[config.mk]
export PLATFORM = sky130hd
export DESIGN_NAME = soma_multi
export DESIGN_NICKNAME = d
export VERILOG_FILES = /design/src/rtl/soma_multi_pkg.sv /design/src/rtl/soma_multi_adder.sv /design/src/rtl/soma_multi.sv
export SDC_FILE = /design/constraint.sdc
export NUM_CORES = 1
export LEC_CHECK = 0
export BUFFER_PORTS_ARGS = -buffer_cell sky130_fd_sc_hd__buf_2
export CAP_MARGIN = 20
export CORE_UTILIZATION = 50
export CTS_CLUSTER_DIAMETER = 40
export DETAILED_ROUTE_END_ITERATION = 8
export PLACE_DENSITY = 0.77
export SYNTH_ARGS = -nofsm -noshare
export SYNTH_HDL_FRONTEND = slang
export SYNTH_SLANG_ARGS = --single-unit
[constraint.sdc]
create_clock -name clk -period 0.8 [get_ports clk]
set_input_delay 0 -clock clk [delete_from_list [all_inputs] [get_ports clk]]
set_output_delay 0 -clock clk [all_outputs]
set_load 0.05 [all_outputs]
[src/rtl/soma_multi_pkg.sv]
// Shared definitions for the soma_multi add/multiply unit.
package soma_multi_pkg;

   // Operand and result width of the arithmetic unit.
   localparam int WIDTH = 16;

   // Function select encodings for the sel input.
   localparam logic SEL_SOMA  = 1'b0;
   localparam logic SEL_MULTI = 1'b1;

   // One row of the shift-and-add multiplier: A shifted to the weight of
   // multiplier bit 'shift', or zero when that multiplier bit is clear.
   // Bits shifted past the top are dropped, which gives the mod 2^WIDTH truncation.
   function automatic logic [WIDTH-1:0] partial_product(
      input logic [WIDTH-1:0] a,
      input logic             b_bit,
      input int               shift
   );
      logic [WIDTH-1:0] row;
      row = '0;
      if (b_bit) begin
         row = a << shift;
      end
      return row;
   endfunction

endpackage

[src/rtl/soma_multi_adder.sv]
// Ripple-carry adder built from bit-level full adders; used both for the
// plain sum and as the accumulate stage of the multiplier array.
module soma_multi_adder
   import soma_multi_pkg::*;
#(
   parameter int W = WIDTH
) (
   input  logic [W-1:0] a,
   input  logic [W-1:0] b,
   input  logic         cin,
   output logic [W-1:0] sum,
   output logic         cout
);

   // carry[i] is the carry into bit i; carry[W] leaves the top bit.
   logic [W:0] carry;

   assign carry[0] = cin;

   genvar gi;
   generate
      for (gi = 0; gi < W; gi++) begin : g_fa
         logic half;
         // Full adder for bit gi: propagate term reused for sum and carry.
         assign half          = a[gi] ^ b[gi];
         assign sum[gi]       = half ^ carry[gi];
         assign carry[gi + 1] = (a[gi] & b[gi]) | (half & carry[gi]);
      end
   endgenerate

   assign cout = carry[W];

endmodule

[src/rtl/soma_multi.sv]
// 16-bit add / multiply unit for the datapath ALU. sel chooses A+B or A*B,
// both unsigned and truncated to WIDTH bits; the result is registered and
// appears on saida one clock later. All arithmetic is structural.
module soma_multi
   import soma_multi_pkg::*;
(
   input  logic [WIDTH-1:0] A,
   input  logic [WIDTH-1:0] B,
   input  logic             sel,
   output logic [WIDTH-1:0] saida,
   input  logic             clk,
   input  logic             rst_n
);

   // ---------------------------------------------------------------
   // Adder path: carry-out is discarded (wrap-around addition).
   // ---------------------------------------------------------------
   logic [WIDTH-1:0] soma_value;
   logic             unused_soma_cout;

   soma_multi_adder #(.W(WIDTH)) u_soma (
      .a    (A),
      .b    (B),
      .cin  (1'b0),
      .sum  (soma_value),
      .cout (unused_soma_cout)
   );

   // ---------------------------------------------------------------
   // Multiplier path: shift-and-add array. Row i holds A<<i when B[i]
   // is set; rows are summed by a chain of WIDTH-1 adders. Everything
   // above bit WIDTH-1 is dropped, so the chain yields A*B mod 2^WIDTH.
   // ---------------------------------------------------------------
   logic [WIDTH-1:0] pp  [WIDTH];
   logic [WIDTH-1:0] acc [WIDTH];
   logic [WIDTH-1:1] unused_multi_cout;
   logic [WIDTH-1:0] multi_value;

   genvar gi;
   generate
      for (gi = 0; gi < WIDTH; gi++) begin : g_pp
         assign pp[gi] = partial_product(A, B[gi], gi);
      end
   endgenerate

   // The first row seeds the accumulation; no adder needed for it.
   assign acc[0] = pp[0];

   generate
      for (gi = 1; gi < WIDTH; gi++) begin : g_acc
         soma_multi_adder #(.W(WIDTH)) u_acc (
            .a    (acc[gi - 1]),
            .b    (pp[gi]),
            .cin  (1'b0),
            .sum  (acc[gi]),
            .cout (unused_multi_cout[gi])
         );
      end
   endgenerate

   assign multi_value = acc[WIDTH - 1];

   // ---------------------------------------------------------------
   // Result select and output register.
   // ---------------------------------------------------------------
   logic [WIDTH-1:0] saida_next;
   logic [WIDTH-1:0] saida_reg;

   // Pick the function requested for this cycle ahead of the register.
   always_comb begin
      saida_next = soma_value;
      if (sel == SEL_MULTI) begin
         saida_next = multi_value;
      end
   end

   // Output register: cleared immediately by reset, otherwise loads every edge.
   always_ff @(posedge clk or negedge rst_n) begin
      if (!rst_n) begin
         saida_reg <= '0;
      end else begin
         saida_reg <= saida_next;
      end
   end

   assign saida = saida_reg;

endmodule

==> summary.md, run 1 <==
| Metric | Value |
|---|---|
| CP Capture Type | flop |
| Final wirelength | about 9500 um |
| Largest stage delay on the critical path | roughly 0.58 ns |
| Cell count after placement | ~590 |
| Sequential area share after synthesis | a little under a tenth |
| Largest family of logic cells by synthesized area | adder cells |
| Critical path's slowest cell | fa_2 |
| Detailed-route via count | just under 3000 |
| Reg clk slew, reported paths | around 0.06 ns |
| Die width | approximately 95 um |
| Adder-Cell Fraction of Synth Area | 54.7% |
| Post-synthesis mux area share | a little under 4% |
| Routed wire length per instance | between 15 and 20 um |
| GP Congestion | approximately 0.81 |
| Core area | 0.00830 mm2 |
| Synth Area in Compound Gates | less than 1% |
| Setup violation total in the final timing report | 15 |
| Area Overhead vs Synth | 28.3% |
| Port bufs | 50 |
| Total CTS buffers | 3 |
| Die H | about 95 um |
| Setup ws final | -11.79 ns |
| Max Freq | approximately 80 MHz |
| RSZ-0062 raised after global routing | true |
| Worst EP required | roughly 0.98 ns |
| Asr flop ratio synth | between 90% and 100% |
| Synth unique cells | 18 |
| Pre-antenna DRT Iters | 4 |
| Worst-path fanout max | 2 |
| Worst hold-check path type | in2reg |
| Hpwl dp | between 7000 and 8000 um |
| CTS max path bufs | 2 |
| XOR/XNOR Fraction of Synth Area | around 6.9% |
| Post-route ant nets | 0 |
| Largest net degree at the start of global routing | 17 |
| Max reg flops | 16 |
| Ys flop type | dfrtp_1 |
| Nets | roughly 660 |
| ANT cells | 0 |
| Synthesized Nets | approximately 580 |
| Period utilisation layout | 1570% |
| Number of remaining DRC errors | 0 |
| Yosys top cell by area | fa_1 |
| Post-synthesis cell area | between 0.004 and 0.005 mm2 |
| Max Cap Violations | 0 |
| DR iter-0 viols | 91 |
| Number of global-route vias before repair | between 3000 and 4000 |
| Antenna violations before repair | 0 |
| Most used cell, CP | fa_2 |
| Worst-Margin Slew | between 0.3 and 0.4 ns |
| Total track usage | 22.9% |
| Top Ports | 51 |
| #FFs+latches synth | 16 |
| Synth warn | 0 |
| Worst setup endpoint | saida[15]$_DFF_PN0_ |
| CP startpoint kind | primary input |
| Relative slew slack | about three quarters |
| Min cycle time layout | roughly 13 ns |
| Crit path arrival time | about 13 ns |
| Violated checks | setup timing |
| Layout Cells excl Fill | ~600 |
| H-tree depth | 1 |
| Syn Inst Count | 414 |
| Final hold slack | about 0.14 ns |
| First-pass GRT wire length | 15600 um |
| Fin. Hold Viols | 0 |
| Site row count | 33 |
| Initial Utilization | between 50% and 60% |
| Final slew viol count | 0 |
| Avg Cell Area, Syn | 10.5 um2 |
| Status | finished, violations left |
| Top cells by area, synth | fa_1 (48%), and2_1 (12%), dfrtp_1 (9.2%) |
| CTS tree | done |
| Post-synth EDFFs | 0 |
| Die footprint | 0.00906 mm2 |
| Post-synthesis simple-gate area fraction | between 10% and 20% |
| Clock root cell | clkbuf_8 |
| Worst Setup SP | A[0] |
| Share of layout cells above drive strength 1 | 52.2% |
| Top cell type's share of synthesized area | 48.4% |
| Grt ovf | 0 |
| # clock sinks | 16 |
| Crit Path Class | in2reg |
| Post-DR vias/cell | slightly below 5 |
| TNS Setup | -87.94 ns |
==> through the flow <==
step	setup slack [ns]	cell area, um2	utilization (%)
floorplan	-11.80	4600	-
detailed placement	-12.19	5170	62.2
finish	-11.79	5570	67.1
CTS	-11.81	5500	66.2
global placement	-11.95	5170	62.2
global route	-12.08	5570	67.1
==> layer usage <==
metal	GRT usage, %	vias to the layer above	routed length (um)
li1	-	1341	-
met1	27.7	1556	3810
met2	43.7	59	5220
met3	1.28	17	227
met4	6.19	0	201
met5	0	-	0
==> cell families after synthesis <==
group | Yosys count
xor+xnor | 30
simple gates | 129
buf+inv | 96
compound gates | 1
flops | 16
fa+ha+maj | 127
mux | 15
==> repair_timing <==
| action | CTS | global route |
|---|---|---|
| endpoints found under the hold margin | 16 | 0 |
| endpoints found under the setup margin | 31 | 25 |
| pin swaps | 20 | 39 |
| hold buffers | 1 | 0 |
| setup buffers | 0 | 1 |
| gates cloned | 0 | 0 |
| resized for setup | 67 | 22 |
==> worst max-delay path, delay by kind of cell <==
family | cells | cell delay, ns
AOI/OAI and AO/OA | 1 | 0.15
adders and majority gates | 27 | 11.07
xor gates and xnor gates | 5 | 0.90
buffers and inverters | 9 | 0.50
and+or+nand+nor | 1 | 0.15
==> synthesized netlist by cell type (3+ instances only) <==
library cell,number
and2_1,84
and2_2,8
clkbuf_1,11
dfrtp_1,16
fa_1,105
ha_1,22
inv_1,84
mux2_2,14
nand2_1,32
nand2_2,4
xnor2_1,21
xnor2_2,3
xor2_1,5
==> worst min path at each step <==
stage / start / to / slack, ns / cells past startpoint
5_1_grt: sel / saida[15]$_DFF_PN0_ / 0.15 / 3
2_1_floorplan: rst_n / saida[0]$_DFF_PN0_ / -0.30 / 0
3_3_place_gp: rst_n / saida[11]$_DFF_PN0_ / -0.09 / 1
6_report: sel / saida[15]$_DFF_PN0_ / 0.14 / 3
4_1_cts: sel / saida[15]$_DFF_PN0_ / 0.14 / 3
3_5_place_dp: rst_n / saida[11]$_DFF_PN0_ / -0.07 / 1
==> cell usage in the layout (no fill, tap or decap), drive strengths merged <==
| master | Yosys | routed |
|---|---|---|
| dfrtp | 16 | 16 |
| nor2 | 1 | 1 |
| inv | 84 | 84 |
| fa | 105 | 105 |
| mux2 | 14 | 14 |
| mux2i | 1 | 1 |
| nand2 | 36 | 36 |
| xnor2 | 24 | 24 |
| dlygate4sd3 | 0 | 1 |
| a21oi | 1 | 1 |
| xnor3 | 1 | 1 |
| clkbuf | 11 | 4 |
| and2 | 92 | 92 |
| ha | 22 | 22 |
| buf | 1 | 87 |
| xor2 | 5 | 5 |
==> final cells by class <==
cell class / instances / area (um2)
Inverter: 84 / 315
Fill cell: 622 / 2730
Sequential cell: 16 / 400
Multi-Input combinational cell: 302 / 3990
Timing Repair Buffer: 88 / 679
Clock buffer: 4 / 55.1
Tap cell: 105 / 131
Power of run 1 is not shown: default switching activity piles up to over one toggle a cycle in this logic, so the estimate is an artifact.
==> inputs of run 2 (changes only) <==
--- a/config.mk
+++ b/config.mk
@@ -5,12 +5,13 @@
 export SDC_FILE = /design/constraint.sdc
 export NUM_CORES = 1
 export LEC_CHECK = 0
+export ABC_CLOCK_PERIOD_IN_PS = 12550
 export BUFFER_PORTS_ARGS = -buffer_cell sky130_fd_sc_hd__buf_2
 export CAP_MARGIN = 20
-export CORE_UTILIZATION = 50
+export CORE_UTILIZATION = 53
 export CTS_CLUSTER_DIAMETER = 40
 export DETAILED_ROUTE_END_ITERATION = 8
-export PLACE_DENSITY = 0.77
+export PLACE_DENSITY = 0.81
 export SYNTH_ARGS = -nofsm -noshare
 export SYNTH_HDL_FRONTEND = slang
 export SYNTH_SLANG_ARGS = --single-unit
==> constraint.sdc (replaced) <==
create_clock -name clk -period 12.55 [get_ports clk]
set_input_delay 0 -clock clk [delete_from_list [all_inputs] [get_ports clk]]
set_output_delay 0 -clock clk [all_outputs]
set_load 0.05 [all_outputs]
==> summary.md, run 2 (synthesized netlist as in run 1, its figures left out) <==
| Metric | Value |
|---|---|
| Antenna violations before repair | 0 |
| DR iter-0 viols | 110 |
| Commonest cells after routing, fill and taps aside | and2_1 (82), fa_2 (59), inv_1 (51) |
| Grt ovf | 0 |
| Max Cap Violations | 0 |
| H-tree depth | 1 |
| Total track usage | a little under a quarter |
| RSZ-0062 raised after global routing | true |
| Commonest non-fill, non-tap cell in the layout | and2_1 |
| Post-DR vias/cell | 5.07 |
| Worst slack, placed | -0.475 ns |
| CP startpoint kind | primary input |
| Max Freq | slightly below 80 MHz |
| Reg clk slew, reported paths | about 0.060 ns |
| Final hold slack | between 0.2 and 0.25 ns |
| First-pass GRT wire length | ~15000 um |
| Worst-Margin Slew | between 0.4 and 0.5 ns |
| Most used cell, CP | fa_2 |
| Status | finished, violations left |
| Crit Path Class | in2reg |
| Max reg flops | 16 |
| Crit path arrival time | around 13 ns |
| Total CTS buffers | 3 |
| Setup Fix Bufs, Post-CTS | 0 |
| Pre-antenna DRT Iters | 4 |
| Largest stage delay on the critical path | roughly 0.61 ns |
| Final wirelength | ~9100 um |
| CP Capture Type | flop |
| Clock root cell | clkbuf_8 |
| Share of layout cells above drive strength 1 | around two fifths |
| Fin. Hold Viols | 0 |
| Setup violation total in the final timing report | 1 |
| Number of remaining DRC errors | 0 |
| Worst hold-check path type | in2reg |
| Routed wire length per instance | 16.0 um |
| ANT cells | 0 |
| Setup ws final | -0.202 ns |
| Final slew viol count | 0 |
| Largest net degree at the start of global routing | 18 |
| Die H | 92.5 um |
| Critical path's slowest cell | fa_2 |
| Violated checks | setup timing |
| Die width | 92.5 um |
| Port bufs | 50 |
| Relative slew slack | roughly two thirds |
| Period utilisation layout | 102% |
| Worst-path fanout max | 4 |
| Site row count | 32 |
| Top Ports | 51 |
| Initial Utilization | a little under three fifths |
| Hpwl dp | 7720 um |
| Nets | roughly 630 |
| Worst EP required | 12.73 ns |
| Post-route ant nets | 0 |
| Fill cell count | between 600 and 700 |
| CTS max path bufs | 2 |
| GP Congestion | 0.805 |
| Min cycle time layout | around 13 ns |
| # clock sinks | 16 |
| Die footprint | 0.00856 mm2 |
| CTS tree | done |
| Number of global-route vias before repair | between 3000 and 4000 |
| Core area | about 0.0078 mm2 |
| Area Overhead vs Synth | 14.3% |
| Detailed-route via count | ~2900 |
[run 2: area by class of cell]
class	count	area [um2]	share of cell area [%]
inverter	84	315	6.35
sequential	16	400	8.06
tap	102	128	2.57
multi-input combinational	302	3750	75.6
clock buffer	3	41.3	0.831
timing repair buffer	60	328	6.60
[run 2: repair_timing]
action / CTS / global route
endpoints found under the hold margin: 16 / 0
hold buffers: 1 / 0
gates resized for setup: 0 / 11
endpoints found under the setup margin: 1 / 1
pin swaps: 2 / 25
[run 2: worst max-delay path, delay by kind of cell]
family | cells | cell delay (ns)
AO/OA/AOI/OAI | 1 | 0.13
XOR/XNOR | 5 | 0.91
adder cells (fa/ha/maj) | 27 | 11.11
buffers and inverters | 9 | 0.58
AND/OR/NAND/NOR | 1 | 0.16
[run 2: through the flow]
step                setup TNS (ns)  util, %  cells  area (um2)
floorplan                  -0.0475        -    414        4530
global placement            -0.283     62.8    563        4900
detailed placement          -0.475     62.8    563        4900
CTS                         -0.197     63.4    567        4950
global route                -0.585     63.6    567        4970
finish                      -0.202     63.6    567        4970
[run 2: path summary, 6_finish.rpt]
check,start,end,cells past startpoint
max,B[0],saida[15]$_DFF_PN0_,43
min,B[14],saida[14]$_DFF_PN0_,3
max in group asynchronous,rst_n,saida[14]$_DFF_PN0_,2
min in group asynchronous,rst_n,saida[12]$_DFF_PN0_,2
[run 2: layer usage]
layer | global-route usage, % | up-vias | routed length [um]
li1 | - | 1282 | -
met1 | 29.5 | 1508 | 3610
met2 | 44.3 | 73 | 4960
met3 | 2.22 | 13 | 357
met4 | 4.43 | 0 | 147
met5 | 0 | - | 0
Power of run 2 is left out for the same reason.
==> inputs of run 3 (changes only) <==
--- a/config.mk
+++ b/config.mk
@@ -5,13 +5,14 @@
 export SDC_FILE = /design/constraint.sdc
 export NUM_CORES = 1
 export LEC_CHECK = 0
-export ABC_CLOCK_PERIOD_IN_PS = 12550
+export ABC_CLOCK_PERIOD_IN_PS = 10400
 export BUFFER_PORTS_ARGS = -buffer_cell sky130_fd_sc_hd__buf_2
 export CAP_MARGIN = 20
+export CORE_ASPECT_RATIO = 1.25
 export CORE_UTILIZATION = 53
 export CTS_CLUSTER_DIAMETER = 40
 export DETAILED_ROUTE_END_ITERATION = 8
-export PLACE_DENSITY = 0.81
+export PLACE_DENSITY = 0.83
 export SYNTH_ARGS = -nofsm -noshare
 export SYNTH_HDL_FRONTEND = slang
 export SYNTH_SLANG_ARGS = --single-unit
==> constraint.sdc (replaced) <==
create_clock -name clk -period 10.4 [get_ports clk]
set_input_delay 0 -clock clk [delete_from_list [all_inputs] [get_ports clk]]
set_output_delay 0 -clock clk [all_outputs]
set_load 0.05 [all_outputs]
==> summary.md, run 3 (synthesized netlist as in run 1, its figures left out) <==
| Metric | Value |
|---|---|
| Hpwl dp | 7740 um |
| Worst-path fanout max | 2 |
| Die width | just over 80 um |
| Area Overhead vs Synth | 17.5% |
| Post-DR vias/cell | a little over 5 |
| Die H | around 100 um |
| ANT cells | 0 |
| Total track usage | a little under a quarter |
| Reg clk slew, reported paths | roughly 0.06 ns |
| Final slew viol count | 0 |
| Worst EP required | approximately 11 ns |
| # clock sinks | 16 |
| Largest stage delay on the critical path | ~0.6 ns |
| FF/Latch Area | about 400 um2 |
| RSZ-0062 raised after global routing | true |
| Die footprint | about 0.0086 mm2 |
| Setup ws final | -2.09 ns |
| Commonest non-fill, non-tap cell in the layout | and2_1 |
| Total CTS buffers | 3 |
| Commonest cells after routing, fill and taps aside | and2_1 (82), fa_2 (62), buf_2 (46) |
| Setup Fix Bufs, Post-CTS | 0 |
| Violated checks | setup timing |
| Nets | 638 |
| Final wirelength | a little under 9000 um |
| Worst Setup SP | A[0] |
| CTS max path bufs | 2 |
| Final Core Density | between 60 and 70% |
| CP startpoint kind | primary input |
| Clock root cell | clkbuf_8 |
| Pre-antenna DRT Iters | 4 |
| GP Congestion | about 0.9 |
| Crit Path Class | in2reg |
| H-tree depth | 1 |
| Largest net degree at the start of global routing | 18 |
| DR iter-0 viols | 95 |
| First-pass GRT wire length | between 15000 and 20000 um |
| Core area | between 0.007 and 0.008 mm2 |
| CP Capture Type | flop |
| Number of global-route vias before repair | 3386 |
| Post-route ant nets | 0 |
| Setup violation total in the final timing report | 3 |
| Max Freq | 80.1 MHz |
| Crit path arrival time | approximately 13 ns |
| Critical path's slowest cell | fa_2 |
| Relative slew slack | approximately 73% |
| Top Ports | 51 |
| Max reg flops | 16 |
| Status | finished, violations left |
| Most used cell, CP | fa_2 |
| Port bufs | 50 |
| Worst-Margin Slew | around 0.41 ns |
| Grt ovf | 0 |
| Initial Utilization | a little under three fifths |
| Min cycle time layout | between 10 and 15 ns |
| CTS tree | done |
| Max Cap Violations | 0 |
| Fill cell count | 586 |
| Share of layout cells above drive strength 1 | roughly 44% |
| Routed wire length per instance | 15.6 um |
| Site row count | 36 |
| Detailed-route via count | around 2900 |
| Multi-input logic area | roughly 0.0038 mm2 |
| Period utilisation layout | 120% |
| Worst hold-check path type | in2async |
| Number of remaining DRC errors | 0 |
| TNS Setup | -4.11 ns |
| Antenna violations before repair | 0 |
| Fin. Hold Viols | 0 |
[run 3: changes by cell type in the layout (fill, tap and decap cells not counted)]
cell	delta
buf_4	+9
inv_2	+8
mux2_4	+2
mux2_2	-2
fa_1	-3
buf_6	+4
ha_4	+2
fa_2	+3
ha_1	-1
ha_2	-1
inv_1	-8
buf_2	-4
clkbuf_8	+1
[run 3: what timing repair did]
action                                 in CTS  in global routing
setup endpoints to repair                   4                  4
pin swaps                                  42                  4
resized for setup                          21                 10
hold buffers                                1                  0
endpoints found under the hold margin      16                  0
[run 3: critical path: cells and delay by family]
family | cells | cell delay (ns)
fa+ha+maj | 27 | 10.67
xor+xnor | 5 | 0.88
buf+inv | 15 | 0.83
simple gates | 1 | 0.15
compound gates | 1 | 0.14
[run 3: worst max path at each step]
stage	to	slack, ns
after global placement	saida[15]$_DFF_PN0_	-2.35
after global routing	saida[15]$_DFF_PN0_	-2.47
final	saida[15]$_DFF_PN0_	-2.09
after CTS	saida[15]$_DFF_PN0_	-2.17
after detailed placement	saida[15]$_DFF_PN0_	-2.59
after floorplan	saida[15]$_DFF_PN0_	-2.20
[run 3: metal layers]
layer	part of all wire (%)	vias up	global-route usage (%)	wire, um
met5	0	-	0	0
met2	58	77	47.2	5190
met1	35	1508	24.4	3080
met4	2.5	0	7.96	223
li1	-	1301	-	-
met3	4.6	18	1.90	405
[run 3: final cells by class]
class	instances	area share [%]
multi-input combinational	302	74.3
sequential	16	7.85
clock buffer	4	1.08
tap	95	2.33
inverter	84	6.18
timing repair buffer	69	8.24
[run 3: through the flow]
step                      std cells  hold slack, ns  worst slack (ns)  cell area [um2]
after floorplan                 414          -0.296             -2.20             4530
after global placement          565         -0.0941             -2.35             4960
after detailed placement        565         -0.0872             -2.59             4960
after CTS                       570           0.184             -2.17             5090
after global routing            570           0.212             -2.47             5100
final                           570           0.195             -2.09             5100
Power of run 3 is left out for the same reason.
